--- config.mk ---
export PLATFORM = sky130hd
export DESIGN_NAME = secded_codec_pipe
export DESIGN_NICKNAME = d
export VERILOG_FILES = /design/src/rtl/secded_codec_pipe.sv
export SDC_FILE = /design/constraint.sdc
export NUM_CORES = 1
export LEC_CHECK = 0
export BUFFER_PORTS_ARGS = -buffer_cell sky130_fd_sc_hd__buf_2
export CAP_MARGIN = 20
export CORE_MARGIN = 5
export CORE_UTILIZATION = 60
export CTS_CLUSTER_SIZE = 28
export DETAILED_ROUTE_END_ITERATION = 7
export HOLD_SLACK_MARGIN = 0.15
export PLACE_DENSITY = 0.94
export SYNTH_ARGS = -nofsm -noshare
export SYNTH_HDL_FRONTEND = slang
export SYNTH_SLANG_ARGS = --single-unit
--- constraint.sdc ---
create_clock -name clk -period 4.3 [get_ports clk]
set_clock_uncertainty 0.05 [all_clocks]
set_input_delay 0.215 -clock clk [delete_from_list [all_inputs] [get_ports clk]]
set_output_delay 0.215 -clock clk [all_outputs]
set_load 0.01 [all_outputs]
--- src/rtl/secded_codec_pipe.sv ---
// Pipelined Hamming SECDED encoder/decoder with a selectable mode for each transaction.
// It has two register stages with valid/ready flow control and saturating counters for corrected and uncorrectable errors.
module secded_codec_pipe #(
  parameter int DATA_W = 11,
  parameter int CNT_W = 16,
  localparam int PAR_W = (DATA_W <= 4) ? 3 : (DATA_W <= 11) ? 4 : (DATA_W <= 26) ? 5 : 6,
  localparam int CODE_W = DATA_W + PAR_W + 1
) (
  input  logic              clk,
  input  logic              rst_n,
  input  logic              in_valid,
  output logic              in_ready,
  input  logic              in_mode,
  input  logic [CODE_W-1:0] in_word,
  output logic              out_valid,
  input  logic              out_ready,
  output logic              out_mode,
  output logic [CODE_W-1:0] out_word,
  output logic [1:0]        out_status,
  output logic [PAR_W-1:0]  out_syndrome,
  input  logic              clr_cnt,
  output logic [CNT_W-1:0]  corr_cnt,
  output logic [CNT_W-1:0]  uncorr_cnt
);

  localparam logic [1:0] ST_CLEAN  = 2'b00;
  localparam logic [1:0] ST_CORR   = 2'b01;
  localparam logic [1:0] ST_UNCORR = 2'b10;

  logic              s1_valid;
  logic              s1_mode;
  logic [CODE_W-1:0] s1_word;
  logic [PAR_W-1:0]  s1_syn;
  logic              s1_par;
  logic              s1_load;
  logic              s2_load;

  // Handshake: a transfer happens on a rising edge where valid and ready are both high.
  // Each stage loads when it is empty or its contents are leaving. Ready never looks at valid.
  assign s2_load  = ~out_valid | out_ready;
  assign s1_load  = ~s1_valid | s2_load;
  assign in_ready = s1_load;

  logic [CODE_W-1:0] enc_word;
  logic [PAR_W-1:0]  dec_syn;
  logic              dec_par;

  always_comb begin
    int k;
    logic par;
    enc_word = '0;
    k = 0;
    par = 1'b0;
    for (int i = 1; i < CODE_W; i++) begin
      if ((i & (i - 1)) != 0) begin
        enc_word[i] = in_word[k];
        k = k + 1;
      end
    end
    // Parity positions carry only bit j of their own index, so they do not disturb one another.
    for (int j = 0; j < PAR_W; j++) begin
      par = 1'b0;
      for (int i = 1; i < CODE_W; i++) begin
        if (((i >> j) & 1) == 1) par = par ^ enc_word[i];
      end
      enc_word[1 << j] = par;
    end
    enc_word[0] = ^enc_word;
  end

  always_comb begin
    dec_syn = '0;
    for (int i = 1; i < CODE_W; i++) begin
      if (in_word[i]) dec_syn = dec_syn ^ i[PAR_W-1:0];
    end
    dec_par = ^in_word;
  end

  always_ff @(posedge clk or negedge rst_n) begin
    if (!rst_n) begin
      s1_valid <= 1'b0;
      s1_mode  <= 1'b0;
      s1_word  <= '0;
      s1_syn   <= '0;
      s1_par   <= 1'b0;
    end else if (s1_load) begin
      s1_valid <= in_valid;
      if (in_valid) begin
        s1_mode <= in_mode;
        s1_word <= in_mode ? in_word : enc_word;
        s1_syn  <= in_mode ? dec_syn : '0;
        s1_par  <= in_mode ? dec_par : 1'b0;
      end
    end
  end

  logic [CODE_W-1:0] fix_word;
  logic [CODE_W-1:0] dec_data;
  logic [1:0]        nxt_status;

  always_comb begin
    int k;
    fix_word   = s1_word;
    nxt_status = ST_CLEAN;
    dec_data   = '0;
    k = 0;
    if (s1_mode) begin
      if (s1_par) begin
        if (int'(s1_syn) < CODE_W) begin
          for (int i = 0; i < CODE_W; i++) begin
            if (int'(s1_syn) == i) fix_word[i] = ~s1_word[i];
          end
          nxt_status = ST_CORR;
        end else begin
          nxt_status = ST_UNCORR;
        end
      end else if (s1_syn != '0) begin
        nxt_status = ST_UNCORR;
      end
    end
    for (int i = 1; i < CODE_W; i++) begin
      if ((i & (i - 1)) != 0) begin
        dec_data[k] = fix_word[i];
        k = k + 1;
      end
    end
  end

  always_ff @(posedge clk or negedge rst_n) begin
    if (!rst_n) begin
      out_valid    <= 1'b0;
      out_mode     <= 1'b0;
      out_word     <= '0;
      out_status   <= ST_CLEAN;
      out_syndrome <= '0;
    end else if (s2_load) begin
      out_valid <= s1_valid;
      if (s1_valid) begin
        out_mode     <= s1_mode;
        out_word     <= s1_mode ? dec_data : s1_word;
        out_status   <= nxt_status;
        out_syndrome <= s1_syn;
      end
    end
  end

  logic fire_dec;
  assign fire_dec = out_valid & out_ready & out_mode;

  always_ff @(posedge clk or negedge rst_n) begin
    if (!rst_n) begin
      corr_cnt   <= '0;
      uncorr_cnt <= '0;
    end else if (clr_cnt) begin
      corr_cnt   <= '0;
      uncorr_cnt <= '0;
    end else if (fire_dec) begin
      if (out_status == ST_CORR && corr_cnt != {CNT_W{1'b1}})
        corr_cnt <= corr_cnt + 1'b1;
      if (out_status == ST_UNCORR && uncorr_cnt != {CNT_W{1'b1}})
        uncorr_cnt <= uncorr_cnt + 1'b1;
    end
  end

endmodule

==> summary.md, run 1 <==
| Metric | Value |
|---|---|
| Core Box Area | about 7000 µm² |
| Clock slew at reported path FFs | around 0.080 ns |
| Initial DRT Pass Iterations | 5 |
| DP HPWL | 7090 µm |
| Die H | around 95 µm |
| CP arrival | about 2.5 ns |
| CP Launch Type | input port |
| Max VDD drop | 0.000194 V |
| Vias/cell | ~5.6 |
| Mapped Area | roughly 4300 µm² |
| CP max-delay cell | or4_1 |
| CTS root buf | clkbuf_8 |
| CTS buffer count | 9 |
| Hold buffers post-CTS | 5 |
| RSZ-0062 raised after global routing | false |
| Worst Hold Path EP | s1_syn[1]$_DFFE_PN0P_ |
| Initial Utilization | about three fifths |
| Buf/Inv on CP | 2 |
| 1st-iter DRT viols | 176 |
| Cell breakdown of the critical path | dlygate4sd3_1, buf_2, nand3b_1, nand2_1, or4_1, nand3_1 |
| CP Data Required Time | 4.55 ns |
| Setup TNS Final | 0 ns |
| Syn Area/Cell | between 9 and 10 µm² |
| Reg-to-reg slack, setup | 2.17 ns |
| Synth cell types | 42 |
| Post-synth EDFFs | 0 |
| Pwr/cell area | between 300 and 400 nW/µm² |
| Post-Syn Instances | approximately 440 |
| Share of cells above drive strength 1 | approximately a fifth |
| Worst-Margin Slew | roughly 0.95 ns |
| Yosys reg bits | roughly 80 |
| # setup viols final | 0 |
| H-tree levels | 3 |
| Status | finished, final reports clean |
| Overflow left after global routing | 0 |
| Min Tclk post-route | about 2.2 ns |
| CTS tree | built |
| Routed len/inst | approximately 15 µm |
| Lkg Pwr | approximately 2.3 nW |
| Chip Width | between 90 and 100 µm |
| R2r startpoint | out_valid$_DFFE_PN0P_ |
| Period utilisation layout | between 50% and 60% |
| Synth Flop Type | dfrtp_1 |
| Ant diodes | 0 |
| Synth Warn # | 0 |
| PnR Total Power | approximately 1.9 mW |
| Vias in the first global route | roughly 3400 |
| IO Port Bufs | 78 |
| Via count | 3478 |
| Critical path class | input port to flop |
| Final nets | 544 |
| Largest net degree at the start of global routing | 43 |
| CP endpoint kind | flop |
| Initial antenna violation count | 0 |
| Endpoints failing hold | 0 |
| Seq/Total Area, Yosys | a little under half |
| Num ports | between 70 and 80 |
| Crit Reg-Reg Endpoint | s1_word[8]$_DFFE_PN0P_ |
| Post-CTS Setup Inserts | 0 |
| Slew HR | a little under two fifths |
| Antenna-violating nets left | 0 |
| Final hold slack | 0.165 ns |
| Site Rows | 31 |
| Pins Over Slew Limit | 0 |
| First-pass GRT wire length | roughly 16000 µm |
| PostCTS Resize Cnt | 0 |
| Max-cap violations | 0 |
| Net Count, Synth | around 470 |
| Post-Route WL | approximately 9600 µm |
| Post-synth ARST share | between 90% and 100% |
| HP Class | input port to flop |
| CP Max Fanout | 37 |
| CP max stage delay | a little under 0.7 ns |
| Worst-case reg-to-reg path depth | 4 |
| Max frequency | 454 MHz |
| Delay-heaviest family, CP | simple AND/OR/NAND/NOR gates |
| Hold depth | 3 |
| Hold path start | in_word[14] |
| GRT Overall Usage | between 20% and 30% |
| Area Growth Syn to Fin | 16.0% |
| Total clock sinks | around 80 |
| CTS max path bufs | 2 |
| RePlAce Congestion | roughly 0.89 |
| Remaining DRCs | 0 |
| Clk_lat worst skew | 0.36 ns |
| DIE AREA | ~9000 µm² |
| Post-route core utilization | between 70% and 80% |
-- worst max-delay path by stage --
stage / startpoint / endpoint / slack (ns) / depth (start not counted)
finish: out_ready / s1_word[8]$_DFFE_PN0P_ / 2.10 / 6
global route: out_ready / s1_word[8]$_DFFE_PN0P_ / 1.88 / 6
CTS: out_ready / s1_word[8]$_DFFE_PN0P_ / 2.11 / 6
detailed placement: out_valid$_DFFE_PN0P_ / s1_word[8]$_DFFE_PN0P_ / 2.21 / 4
global placement: out_valid$_DFFE_PN0P_ / s1_word[8]$_DFFE_PN0P_ / 2.28 / 4
floorplan: uncorr_cnt[0]$_DFFE_PN0P_ / uncorr_cnt[6]$_DFFE_PN0P_ / 2.55 / 7
-- sequential cells by signal, indices dropped and copies added, names as in the netlist --
signal        count
out_syndrome      4
s1_word          16
s1_mode           1
out_word         16
s1_valid          1
corr_cnt         16
s1_par            1
uncorr_cnt       16
out_valid         1
out_status        2
s1_syn            4
out_mode          1
-- synth_stat cells, types with 4 or more instances --
master,count,area (µm²)
nor4_1,7,43.8
clkbuf_1,17,63.8
a211oi_1,6,45.0
dfrtp_1,79,1980
o21ai_0,36,180
mux2i_1,25,250
nand2_1,61,229
nor2_1,42,158
nand3_1,17,85.1
o21ai_1,4,20.0
nand2b_1,6,37.5
nand4_1,10,62.6
xnor2_1,45,394
nor3_1,9,45.0
a21oi_1,6,30.0
inv_1,5,18.8
mux2_2,5,56.3
xor2_1,22,193
and3_1,5,31.3
-- per-stage QoR --
step,cell area (µm²),std cells,worst slack [ns]
after floorplan,4320,444,2.55
after global placement,4760,602,2.28
after detailed placement,4760,602,2.21
after CTS,4980,623,2.11
after global routing,5010,624,1.88
final,5010,624,2.10
-- cell families (layout without fill, tap and decap cells) --
logic type	count (synthesis)	count (layout)	share of synthesized area, %
AND/OR/NAND/NOR	176	176	19.3
flip-flops	79	79	45.8
XOR/XNOR	75	75	17.7
AO/OA/AOI/OAI	56	56	7.10
multiplexers	30	30	7.10
buffers and inverters	26	107	2.49
adder cells (fa/ha/maj)	2	2	0.579
-- cell usage in the layout (no fill, tap or decap), drive strengths merged, types with 6 or more instances in the layout --
cell type,count
nor4,7
nor3,10
clkbuf,11
o21ai,40
nand3,17
nand2b,6
xnor2,48
buf,81
a211oi,6
dfrtp,79
nor2,42
nand4,10
mux2i,25
xor2,22
a21oi,6
nand2,61
-- worst min-delay path: cells and delay by family --
family | cells | cell delay, ns
compound gates | 1 | 0.13
xor+xnor | 1 | 0.08
buf+inv | 1 | 0.12
-- power breakdown --
part,switching (mW),total [mW],internal (mW)
registers,0.0940,0.935,0.841
logic,0.237,0.444,0.206
clock network,0.270,0.494,0.224
total,0.601,1.87,1.27
-- layer usage --
layer	up-vias	track usage, %	share of wire, %
met4	0	6.49	2.0
met5	-	0	0
met3	22	4.86	6.6
li1	1664	-	-
met1	1659	28.5	40
met2	133	40.1	52
-- final cells by class --
| type | count | area (µm²) |
|---|---|---|
| clock buffer | 11 | 141 |
| clock inverter | 5 | 33.8 |
| fill | 534 | 2120 |
| inverter | 5 | 18.8 |
| multi-input combinational | 339 | 2230 |
| sequential | 79 | 1980 |
| tap | 99 | 124 |
| timing repair buffer | 86 | 483 |
No activity file was read; power rests on OpenSTA's default activity.
==> inputs of run 2 (changes only) <==
Settings changed: CORE_UTILIZATION 60 to 56, PLACE_DENSITY 0.94 to 0.89.
Clock period 4.3 ns to 2.25 ns, I/O delays scaled along.
==> summary.md, run 2 (synthesis results as in run 1) <==
| Metric | Value |
|---|---|
| Max-cap violations | 0 |
| Core Box Area | approximately 7600 µm² |
| CP Data Required Time | 2.41 ns |
| Clock group share of total power | a little under a third |
| CTS max path bufs | 2 |
| Multi-input logic area | 2230 µm² |
| DP HPWL | ~7000 µm |
| Initial antenna violation count | 0 |
| Crit path depth | 5 |
| Vias/cell | between 5 and 6 |
| Total clock sinks | 79 |
| Die H | slightly below 100 µm |
| Area Growth Syn to Fin | 20.2% |
| PostCTS Resize Cnt | 0 |
| Slew HR | between 30 and 40% |
| Setup TNS Final | 0 ns |
| CP endpoint kind | flop |
| RSZ-0062 raised after global routing | false |
| GRT Overall Usage | 20.8% |
| Chip Width | about 98 µm |
| RePlAce Congestion | between 0.8 and 0.9 |
| Routed len/inst | 15.1 µm |
| Hold buffers post-CTS | 20 |
| CTS tree | built |
| Antenna-violating nets left | 0 |
| Reg-to-reg slack, setup | about 0.36 ns |
| Max frequency | roughly 530 MHz |
| Worst-case reg-to-reg path depth | 5 |
| Pins Over Slew Limit | 0 |
| Final instance area | ~5200 µm² |
| Most frequent cells in the layout | 79 x dfrtp_1, 77 x buf_2, 61 x nand2_1 |
| IO Port Bufs | 78 |
| CP Max Fanout | 7 |
| CP arrival | between 2 and 2.5 ns |
| Share of cells above drive strength 1 | between 20% and 30% |
| Post-CTS Setup Inserts | 0 |
| CTS root buf | clkbuf_8 |
| CP max-delay cell | dfrtp_1 |
| Initial DRT Pass Iterations | 4 |
| Placed cell areas | roughly 4800 µm² |
| 1st-iter DRT viols | about 120 |
| Clk_lat worst skew | around 0.35 ns |
| Lkg Pwr | between 2 and 2.5 nW |
| Clock slew at reported path FFs | 0.08 ns |
| Final hold slack | between 0.2 and 0.25 ns |
| Period utilisation layout | 84.2% |
| Register area | about 2000 µm² |
| H-tree levels | 3 |
| Comb pwr share | 22.8% |
| Endpoints failing hold | 0 |
| Overflow left after global routing | 0 |
| Internal power | between 2 and 3 mW |
| Sw Share | between 20% and 30% |
| Initial Utilization | between 50% and 60% |
| Vias in the first global route | about 3500 |
| CP max stage delay | 0.48 ns |
| Post-Route WL | 9670 µm |
| Cell breakdown of the critical path | nand4_1, or2_0, nor4_1, xnor2_1, nor2_1 |
| CTS buffer count | 9 |
| DIE AREA | approximately 9600 µm² |
| Num ports | between 70 and 80 |
| Final nets | 560 |
| Pwr/cell area | 730 nW/µm² |
| Seq pwr share | between 40 and 50% |
| NetSw | around 1.1 mW |
| Via count | approximately 3500 |
| Fillers | a little under 600 |
| Ant diodes | 0 |
| Min Tclk post-route | 1.89 ns |
| Hold depth | 2 |
| Commonest non-fill, non-tap cell in the layout | dfrtp_1 |
| Critical path class | flop to flop |
| Max VDD drop | 0.000355 V |
| Site Rows | 32 |
| Largest net degree at the start of global routing | 80 |
| Delay-heaviest family, CP | simple AND/OR/NAND/NOR gates |
| Worst-Margin Slew | around 0.97 ns |
| CP Launch Type | flop |
| Remaining DRCs | 0 |
| First-pass GRT wire length | around 16000 µm |
| HP Class | input port to flop |
| # setup viols final | 0 |
| Buf/Inv on CP | 0 |
| Status | finished, final reports clean |
## run 2: worst paths after layout
kind | from | end
hold reg to reg | out_word[1]$_DFFE_PN0P_ | out_word[1]$_DFFE_PN0P_
hold / removal | clr_cnt | corr_cnt[8]$_DFFE_PN0P_
setup / recovery | corr_cnt[3]$_DFFE_PN0P_ | corr_cnt[14]$_DFFE_PN0P_
max in group asynchronous | rst_n | s1_word[11]$_DFFE_PN0P_
setup reg to reg | corr_cnt[3]$_DFFE_PN0P_ | corr_cnt[14]$_DFFE_PN0P_
min in group asynchronous | rst_n | uncorr_cnt[12]$_DFFE_PN0P_
## run 2: final cells by class
type / count / area share, %
Multi-Input combinational cell: 339 / 43.0
Sequential cell: 79 / 38.1
Timing Repair Buffer: 102 / 12.0
Clock buffer: 11 / 2.72
Tap cell: 102 / 2.46
Clock inverter: 4 / 1.35
Inverter: 5 / 0.361
## run 2: through the flow
stage	utilization, %	total power [mW]	std cells	setup slack (ns)
5_1_grt	68.3	3.98	642	0.194
3_5_place_dp	62.8	2.65	607	0.442
4_1_cts	68.3	3.81	642	0.392
2_1_floorplan	-	2.33	444	0.498
3_3_place_gp	62.8	2.61	607	0.542
6_report	68.3	3.79	642	0.356
## run 2: layer usage
layer / track usage (%) / routed length, µm / up-vias
met5: 0 / 0 / -
met4: 6.28 / 143 / 0
met3: 3.93 / 499 / 15
met2: 36.8 / 5070 / 108
met1: 25.7 / 3950 / 1681
li1: - / - / 1694
## run 2: power by group through the flow
stage | Sequential (mW) | Combinational, mW | Clock (mW)
6_report | 1.78 | 0.863 | 1.15
5_1_grt | 1.81 | 0.952 | 1.22
4_1_cts | 1.78 | 0.874 | 1.15
3_5_place_dp | 1.81 | 0.842 | 0
3_3_place_gp | 1.80 | 0.813 | 0
2_1_floorplan | 1.81 | 0.521 | 0
